`config.mk`:
```
export PLATFORM = sky130hd
export DESIGN_NAME = ibus_sram_responder
export DESIGN_NICKNAME = d
export VERILOG_FILES = /design/src/rtl/ibus_sram_responder.sv
export SDC_FILE = /design/constraint.sdc
export NUM_CORES = 1
export LEC_CHECK = 0
export ABC_CLOCK_PERIOD_IN_PS = 2900
export CORE_ASPECT_RATIO = 2
export CORE_UTILIZATION = 52
export DETAILED_ROUTE_END_ITERATION = 7
export GPL_ROUTABILITY_DRIVEN = 0
export PLACE_DENSITY = 0.92
export SYNTH_ARGS = -nofsm -noshare
export SYNTH_HDL_FRONTEND = slang
export SYNTH_SLANG_ARGS = --single-unit
```
`constraint.sdc`:
```
create_clock -name clock -period 2.9 [get_ports clock]
set_input_delay 0.29 -clock clock [delete_from_list [all_inputs] [get_ports clock]]
set_output_delay 0.29 -clock clock [all_outputs]
set_load 0.02 [all_outputs]
```
`src/rtl/ibus_sram_responder.sv`:
```
// Fetch-side instruction bus responder: issues single-beat word reads on an
// SRAM-like port, holds the last word in a one-entry buffer and stalls fetch until it hits.
module ibus_sram_responder #(
   parameter logic [31:0] NOP_WORD = 32'h00000000
) (
   input  logic        clock,
   input  logic        resetn,
   input  logic [31:0] ibus_addr,
   input  logic        ibus_read,
   output logic [31:0] ibus_rdata,
   output logic        ibus_stall,
   input  logic        flush,
   output logic        inst_req,
   output logic        inst_wr,
   output logic [1:0]  inst_size,
   output logic [31:0] inst_addr,
   input  logic        inst_addr_ok,
   input  logic        inst_data_ok,
   input  logic [31:0] inst_rdata
);

   typedef enum logic [1:0] {IDLE, REQ, WAIT, DROP} state_t;

   state_t      state, state_n;
   logic [31:0] req_addr, req_addr_n;
   logic        drop, drop_n;
   logic        buf_valid, buf_valid_n;
   logic [31:0] buf_addr, buf_addr_n;
   logic [31:0] buf_data, buf_data_n;
   logic        hit, misaligned, need;

   assign inst_wr    = 1'b0;
   assign inst_size  = 2'b10;
   assign hit        = resetn && buf_valid && (buf_addr == ibus_addr);
   assign misaligned = (ibus_addr[1:0] != 2'b00);
   assign need       = resetn && ibus_read && !hit && !misaligned && !flush;
   assign ibus_rdata = hit ? buf_data : NOP_WORD;

   always_comb begin
      state_n     = state;
      req_addr_n  = req_addr;
      drop_n      = drop;
      buf_valid_n = buf_valid;
      buf_addr_n  = buf_addr;
      buf_data_n  = buf_data;
      inst_req    = 1'b0;
      inst_addr   = req_addr;
      ibus_stall  = ibus_read && !misaligned && !hit && !flush;
      unique case (state)
         IDLE: begin
            inst_req  = need;
            inst_addr = ibus_addr;
            if (need) begin
               req_addr_n = ibus_addr;
               drop_n     = 1'b0;
               state_n    = inst_addr_ok ? WAIT : REQ;
            end
         end
         REQ: begin
            // a presented request stays up; a flush seen meanwhile only marks it stale
            inst_req   = 1'b1;
            ibus_stall = 1'b1;
            drop_n     = drop | flush;
            if (inst_addr_ok) begin
               state_n = (drop || flush) ? DROP : WAIT;
               drop_n  = 1'b0;
            end
         end
         WAIT: begin
            ibus_stall = !flush;
            if (inst_data_ok) begin
               state_n = IDLE;
               if (flush) begin
                  buf_valid_n = 1'b0;
               end else begin
                  buf_valid_n = 1'b1;
                  buf_addr_n  = req_addr;
                  buf_data_n  = inst_rdata;
               end
            end else if (flush) begin
               state_n = DROP;
            end
         end
         DROP: begin
            ibus_stall = 1'b1;
            if (inst_data_ok) begin
               buf_valid_n = 1'b0;
               state_n     = IDLE;
            end
         end
         default: state_n = IDLE;
      endcase
      if (!resetn) begin
         inst_req   = 1'b0;
         ibus_stall = 1'b0;
      end
   end

   always_ff @(posedge clock) begin
      if (!resetn) begin
         state     <= IDLE;
         req_addr  <= '0;
         drop      <= 1'b0;
         buf_valid <= 1'b0;
         buf_addr  <= '0;
         buf_data  <= '0;
      end else begin
         state     <= state_n;
         req_addr  <= req_addr_n;
         drop      <= drop_n;
         buf_valid <= buf_valid_n;
         buf_addr  <= buf_addr_n;
         buf_data  <= buf_data_n;
      end
   end

endmodule

```
[After elaboration in Yosys (flattened, before gate mapping)]
Index checks and enable logic that the tools add are counted.
Operators by class
  $add $sub $neg: 0
  multipliers: 0
  div/mod/pow operators: 0
  order comparisons: 0
  equal/unequal tests: 9
  shift operators: 0
  mux-type cells: 21
  bitwise operators: 2
  reduce and logical (&&, ||, !) cells: 23
Operators with widths (number)
  two-way mux 32 bit: 2
  == test 32 bit: 1
  two-way mux 2 bit: 6
  logical AND 1 bit: 9
  two-way mux 1 bit: 8
  inequality test 2 bit, second input constant: 4
  one-hot mux 1 bit (2 select lines): 4
  one-hot mux 2 bit (4 select lines): 1
  AND reduction 3 bit: 2
  nonzero test 2 bit: 3
  == test 2 bit, second input constant: 2
  AND reduction 2 bit: 2
  AND reduction 4 bit: 1
  zero test 1 bit: 3
  inequality test 3 bit, second input constant: 1
  == test 2 x 1 -> 1 bit, second input constant: 1
  zero test 2 bit: 1
  OR reduction 2 bit: 1
  logical OR 1 bit: 1
  inverter 1 bit: 1
  bitwise OR 1 bit: 1
Storage, ports and cells
  bits in registers: 100
  latch bits: 0
  memory bits (writable): 0
  bits in read-only memories: 0
  input port bits: 70
  output and inout bits: 69
  word-level logic and storage cells: 61
  memories: 0

[Longest topological paths before layout]
Gate-level depths: netlist of run 1.
  word-level depth: 8
  mapped depth: 7

[Least setup slack after synthesis of run 1]
No wires, ideal clock.
  path type: reg-to-output
  start: register buf_addr[25]
  end: output ibus_rdata[10]
  arrival time: 1812 ps
  required time: 2610 ps
  path slack: 798 ps
  stages on the path, launching flop included: 7
  path buffers: 1
  path through: dfxtp_1 -> xor2_1 -> nor4_1 -> nand4_1 -> nor4_4 -> clkbuf_1 -> and2_1
Between the ends
  word-level cells in the longest chain between the ends: 3
RTL lines
  from (decl): line 28  | logic [31:0] buf_addr, buf_addr_n;
  from (signal assigned): line 112  | buf_addr <= buf_addr_n;
  == test 32 bit: line 34  | assign hit = resetn && buf_valid && (buf_addr == ibus_addr);
  logical AND 1 bit: line 34
  two-way mux 32 bit: line 37  | assign ibus_rdata = hit ? buf_data : NOP_WORD;
  to (decl): line 10  | output logic [31:0] ibus_rdata,
No other way between the ends.

[Worst setup path in the final report of run 1]
  start: input ibus_addr[0]
  end: output ibus_stall
Between the ends
  word-level cells in the longest chain between the ends: 7
  elaborated cells between the ends (all ways): 10
  those cells by class: 1 x eq/ne; 2 x mux; 7 x reduce/logical
RTL lines
  from (decl): line 8  | input logic [31:0] ibus_addr,
  == test 32 bit or nonzero test 2 bit (tied branches): line 34, 35
  logical AND 1 bit or zero test 1 bit (tied branches): line 34, 48
  zero test 1 bit or logical AND 1 bit (tied branches): line 48  | ibus_stall = ibus_read && !misaligned && !hit && !flush;
  logical AND 1 bit * (2 in a row): line 48
  one-hot mux 1 bit (2 select lines) *: line 49  | unique case (state)
  two-way mux 1 bit *: line 93  | if (!resetn) begin
  to (decl): line 11  | output logic ibus_stall,
Every way passes the cells marked *; elsewhere a longest branch is shown, timed or not.

==> results of run 1 <==
[cell usage after synthesis (2+ instances only)]
master | instances | area share [%]
mux2i_1 | 31 | 6.4
and2_1 | 30 | 3.9
a21boi_0 | 65 | 10
nor4_1 | 7 | 0.91
and3b_2 | 2 | 0.41
nand2_1 | 194 | 15
clkbuf_1 | 35 | 2.7
xnor2_1 | 4 | 0.72
mux2_2 | 32 | 7.4
or4b_2 | 2 | 0.41
buf_4 | 3 | 0.47
nor4_4 | 2 | 0.88
buf_6 | 3 | 0.70
and2_2 | 2 | 0.31
nand4_1 | 2 | 0.26
nor3_1 | 2 | 0.21
xor2_1 | 28 | 5.1
dfxtp_1 | 100 | 41
nor2_1 | 2 | 0.16
nand3_1 | 2 | 0.21
nor2b_1 | 4 | 0.52
conb_1 | 2 | 0.16
[kinds of logic (layout without fill, tap and decap cells)]
kind of cell    count (synthesis)  count (layout)  synth area share (%)
compound gates                 72              72                  11.1
buf+inv                        42             177                  3.96
other cells                     2               3                 0.155
mux                            63              63                  13.9
simple gates                  255             255                  23.7
flops                         100             100                  41.4
xor+xnor                       32              32                  5.79
[sequential cells by signal, summed over array words and instances (netlist names)]
register	count
buf_valid	1
buf_data	32
state	2
drop	1
buf_addr	32
req_addr	32
[worst max-delay path by stage]
stage | to | cells after the start | start
finish | ibus_stall | 10 | ibus_addr[0]
global route | ibus_rdata[22] | 9 | ibus_addr[0]
CTS | ibus_rdata[4] | 9 | ibus_addr[26]
detailed placement | ibus_rdata[4] | 9 | ibus_addr[10]
global placement | ibus_rdata[11] | 9 | ibus_addr[10]
floorplan | ibus_rdata[10] | 6 | buf_addr[25]
[metal layers]
metal	track usage (%)	vias up	part of all wire (%)
li1	-	2108	-
met1	26.7	2037	36
met2	50.1	145	54
met3	6.63	51	4.8
met4	17.7	0	5.8
met5	0	-	0
[timing repair]
action,in CTS,in global routing
resized for setup,73,7
endpoints found under the setup margin,34,30
setup buffers,2,0
pin swaps,5,0
[tightest hold or removal path, delay by kind of cell]
kind,cells,cell delay [ns]
compound gates,1,0.05
buf+inv,1,0.15
simple gates,1,0.08
[cell type report]
class                      count  share of cell area [%]
sequential                   100                    30.0
clock buffer                  12                    3.69
tap                          102                    1.91
clock inverter                 4                    1.09
timing repair buffer         161                    23.0
multi-input combinational    425                    40.4
[power by group]
group	internal, mW	total (mW)	switching, mW	leakage [nW]
Clock	0.779	1.28	0.500	0.153
Sequential	1.39	1.40	0.0118	0.806
Combinational	0.223	0.406	0.183	1.58
Total	2.39	3.08	0.695	2.54
[stage by stage]
step	setup WS, ns	hold WS, ns
2_1_floorplan	0.798	0.432
3_3_place_gp	-0.402	0.449
3_5_place_dp	-0.481	0.459
4_1_cts	0.0287	0.265
5_1_grt	-0.0233	0.272
6_report	0.0665	0.276
==> results_dict.tcl, run 1 <==
set metrics [dict create \
    hp-start "resetn" \
    clkLatencyLatePin_ns 0.34 \
    cpLargestDelayFamily "buffers and inverters" \
    rr_worst_depth 10 \
    synth_ff_type "dfxtp_1" \
    stdcell_area_um2 6680 \
    slew-limit-headroom_pct 30.9 \
    worst_slew_pin_slew_ns 1.04 \
    placed_area_um2 6330 \
    mostFrequentLayoutCell "nand2_1" \
    cts_root_buffer "clkbuf_16" \
    drt_iter0_markers 345 \
    syn_area_per_cell_um2 8.55 \
    fin_crit_ns 2.83 \
    synth_edf_count 0 \
    antenna_left 0 \
    hold_depth 3 \
    synth_cell_types 34 \
    wl_per_cell_um 16.0 \
    drv_cap 0 \
    cts.path.max_buffers 2 \
    tns_ns 0 \
    grt_overflow_total 0 \
    crit_arrival_ns 2.54 \
    grt_first_pass_wirelength_um 21000 \
    reg2reg_setup_slack_ns 0.32 \
    core_um2 9010 \
    crit_top_cell "buf_4" \
    cts_tree "built" \
    track_usage_pct 27.5 \
    drcViolationCount 0 \
    totalPowerFinal_mw 3.08 \
    fmax_mhz 353 \
    layout.nets 767 \
    cp.required_ns 2.61 \
    synth_cells 566 \
    dp_cells 786 \
    htreeDepth 3 \
    layout_common_cells "194 x nand2_1, 100 x dfxtp_1, 96 x clkdlybuf4s50_1, 65 x a21boi_0, 32 x mux2_2" \
    num_vias 4341 \
    drt_wl_total_um 12900 \
    crit_buf_inv 4 \
    setup_viol 0 \
    r2r-end "req_addr[26]" \
    ir_worst_vdd_v 0.000452 \
    fillers 640 \
    area_growth_pct 38.2 \
    async_flop_share_pct 0 \
    slew_viol_final 0 \
    min_path_type "in -> reg" \
    clock_skew_ns 0.00512 \
    crit_fanout 7 \
    antenna_found_initial 0 \
    synth-seq-cells 100 \
    end_kind "primary output" \
    num_rows 49 \
    ys_seq_area_share_pct 41.4 \
    synth.cell_area_um2 4840 \
    dpl.hpwl_um 9260 \
    multi_input_area_um2 2700 \
    timing.rr.start "buf_addr[25]" \
    setup.worst_path.class "in -> out" \
    die_area_um2 9720 \
    worst_setup_path_start_kind "input pin" \
    slowest_stage "clkdlybuf4s50_1" \
    diodes 0 \
    portBuffers 135 \
    powerDensity_nw_per_um2 461 \
    hold_viol 0 \
    status "finished clean" \
    viasPerCell 5.40 \
    start_util_pct 53.7 \
    grt_pass1_vias 4527 \
    ys_warn_count 0 \
    drive_above_1_share_pct 15.4 \
    timing.final.crit_share_pct 97.7 \
    path_cells "clkdlybuf4s50_1, xor2_1, nor4_2, nand4_1, nor4_4, buf_4, buf_4, nor3_1, o31a_1, buf_2" \
    cts_buffers 9 \
    cts_hold_buf 0 \
    fin_cells 804 \
    die_y_um 138 \
    clock-sinks 100 \
    hold_end "drop" \
    cts.clk_slew.worst_paths_ns 0.06 \
    cpPeakStageDelay_ns 0.46 \
    final_core_util_pct 74.2 \
    dr.pass1.iters 5 \
    grt_max_degree 128 \
    ios 139 \
    die_x_um 70.2 \
    ff_latch_area_um2 2000 \
    p_leak_nw 2.54 \
]
No activity file was read; power rests on OpenSTA's default activity.
==> run 2: changes to the inputs <==
--- a/config.mk
+++ b/config.mk
@@ -7,6 +7,7 @@
 export LEC_CHECK = 0
 export ABC_CLOCK_PERIOD_IN_PS = 2900
 export CORE_ASPECT_RATIO = 2
+export CORE_MARGIN = 10
 export CORE_UTILIZATION = 52
 export DETAILED_ROUTE_END_ITERATION = 7
 export GPL_ROUTABILITY_DRIVEN = 0
==> run 2 against run 1 <==
Effect of this change: register-to-register slack better by 0.25 ns; first-iteration DRC count shrank 28%; flip-flop and latch count unchanged; critical path depth down 1; combinational power down 1%; largest power group unchanged; total power decreased by 1.9%; core utilization shrank 1.1 points; largest cell class unchanged; clock power decreased by 4%.
==> results_dict.tcl, run 2 (synthesis gave the netlist of run 1 again) <==
set metrics [dict create \
    status "finished clean" \
    die_y_um 156 \
    worst_setup_path_start_kind "input pin" \
    fin_crit_ns 2.80 \
    stdcell_area_um2 6630 \
    drcViolationCount 0 \
    slowest_stage "clkdlybuf4s50_1" \
    seqPwrFrac_pct 46.2 \
    layout_common_cells "194 x nand2_1, 100 x dfxtp_1, 98 x clkdlybuf4s50_1, 65 x a21boi_0, 32 x mux2_2" \
    drt_wl_total_um 13800 \
    p_sw_share_pct 23.9 \
    clkLatencyLatePin_ns 0.35 \
    cpPeakStageDelay_ns 0.49 \
    placed_area_um2 6310 \
    crit_arrival_ns 2.51 \
    cts_hold_buf 0 \
    final.setup.worst_slack_ns 0.0952 \
    wl_per_cell_um 17.4 \
    num_rows 49 \
    ir_worst_vdd_v 0.000397 \
    start_util_pct 53.3 \
    grt_pass1_vias 4553 \
    setup.worst_path.class "in -> out" \
    biggestRegsByFlops "buf_addr (32), buf_data (32), req_addr (32)" \
    grt_first_pass_wirelength_um 22000 \
    viasPerCell 5.38 \
    antenna_left 0 \
    drt_iter0_markers 249 \
    internal_power_mw 2.30 \
    dr.pass1.iters 5 \
    mostFrequentLayoutCell "nand2_1" \
    cts.clk_slew.worst_paths_ns 0.07 \
    power.switching_mw 0.724 \
    layout.nets 760 \
    worst_slew_pin_slew_ns 0.878 \
    end_kind "primary output" \
    cp.required_ns 2.61 \
    reg2reg_setup_slack_ns 0.57 \
    ff_latch_area_um2 2000 \
    diodes 0 \
    slew-limit-headroom_pct 41.5 \
    comb_power_share_pct 13.3 \
    p_leak_nw 2.47 \
    portBuffers 135 \
    rsz0062_at_grt "no" \
    crit_fanout 5 \
    dpl.hpwl_um 10500 \
    fillers 675 \
    setup_viol 0 \
    num_vias 4284 \
    place_ws_ns -0.300 \
    min_path_type "in -> reg" \
    clkPwrFrac_pct 40.5 \
    cts_tree "built" \
    slew_viol_final 0 \
    multi_input_area_um2 2660 \
    core_um2 9070 \
    totalPowerFinal_mw 3.02 \
    drv_cap 0 \
    path_cells "clkdlybuf4s50_1, xor2_1, nor4_1, nand4_1, nor4_4, buf_6, nor3_1, o31a_1, clkdlybuf4s15_2" \
    track_usage_pct 20.1 \
    cts_buffers 9 \
    powerDensity_nw_per_um2 456 \
    clock-sinks 100 \
    antenna_found_initial 0 \
    dp_cells 781 \
    timing.final.crit_share_pct 96.7 \
    drive_above_1_share_pct 12.5 \
    area_growth_pct 37.1 \
    grt_max_degree 104 \
    hold_viol 0 \
    die_area_um2 13800 \
    cts_root_buffer "clkbuf_16" \
    clock_skew_ns 0.0120 \
    cts.path.max_buffers 2 \
    postCtsSetupBuffers 0 \
    fmax_mhz 357 \
    grt_overflow_total 0 \
    ios 139 \
    fin_cells 797 \
    htreeDepth 3 \
    die_x_um 88.2 \
]
## run 2: cell count changes in the layout (fill, tap and decap cells not counted), moves of 2 or more
cell,previous run,this run
nor4_2,6,0
nor4_1,1,7
clkbuf_2,2,0
clkdlybuf4s50_1,96,98
clkdlybuf4s15_1,0,21
buf_4,25,16
buf_12,1,3
dlygate4sd2_1,21,5
dlymetal6s2s_1,0,2
clkdlybuf4s15_2,14,8
## run 2: per-stage QoR
stage                     utilization (%)  hold slack (ns)  setup TNS [ns]
final                                73.1            0.272               0
after global routing                 73.1            0.277               0
after CTS                            73.0            0.463               0
after detailed placement             69.6            0.454           -8.92
after global placement               69.6            0.446           -9.89
after floorplan                         -            0.432               0
## run 2: worst paths after layout
| kind | start | depth (start not counted) | endpoint |
|---|---|---|---|
| setup reg to reg | buf_addr[3] | 10 | req_addr[12] |
| setup / recovery | ibus_addr[0] | 9 | ibus_stall |
| hold / removal | ibus_addr[11] | 3 | req_addr[11] |
| hold reg to reg | buf_data[9] | 2 | buf_data[9] |
## run 2: final cells by class
cell class	count	area share [%]
Clock buffer	11	3.66
Sequential cell	100	30.2
Multi-Input combinational cell	425	40.1
Clock inverter	5	0.906
Tap cell	102	1.92
Timing Repair Buffer	154	23.2
## run 2: power groups by stage
stage,registers [mW],clock network [mW],logic [mW]
after CTS,1.40,1.24,0.404
final,1.40,1.23,0.402
after global placement,1.43,0,0.394
after global routing,1.40,1.29,0.426
after floorplan,1.42,0,0.192
after detailed placement,1.43,0,0.402
## run 2: worst max-delay path: cells and delay by family
kind            cells  cell delay [ns]
buf+inv             3             0.93
compound gates      1             0.30
xor+xnor            1             0.21
simple gates        4             0.79
## run 2: timing repair
item | CTS | global route
gates resized for setup | 72 | 2
pin swaps | 2 | 2
endpoints found under the setup margin | 34 | 3
## run 2: metal layers
metal  track usage, %  part of all wire, %  wire length, um
met3             6.08                  6.6              912
met5                0                    0                0
met2             37.9                   56             7700
met4             10.5                  4.0              558
met1             18.3                   34             4670
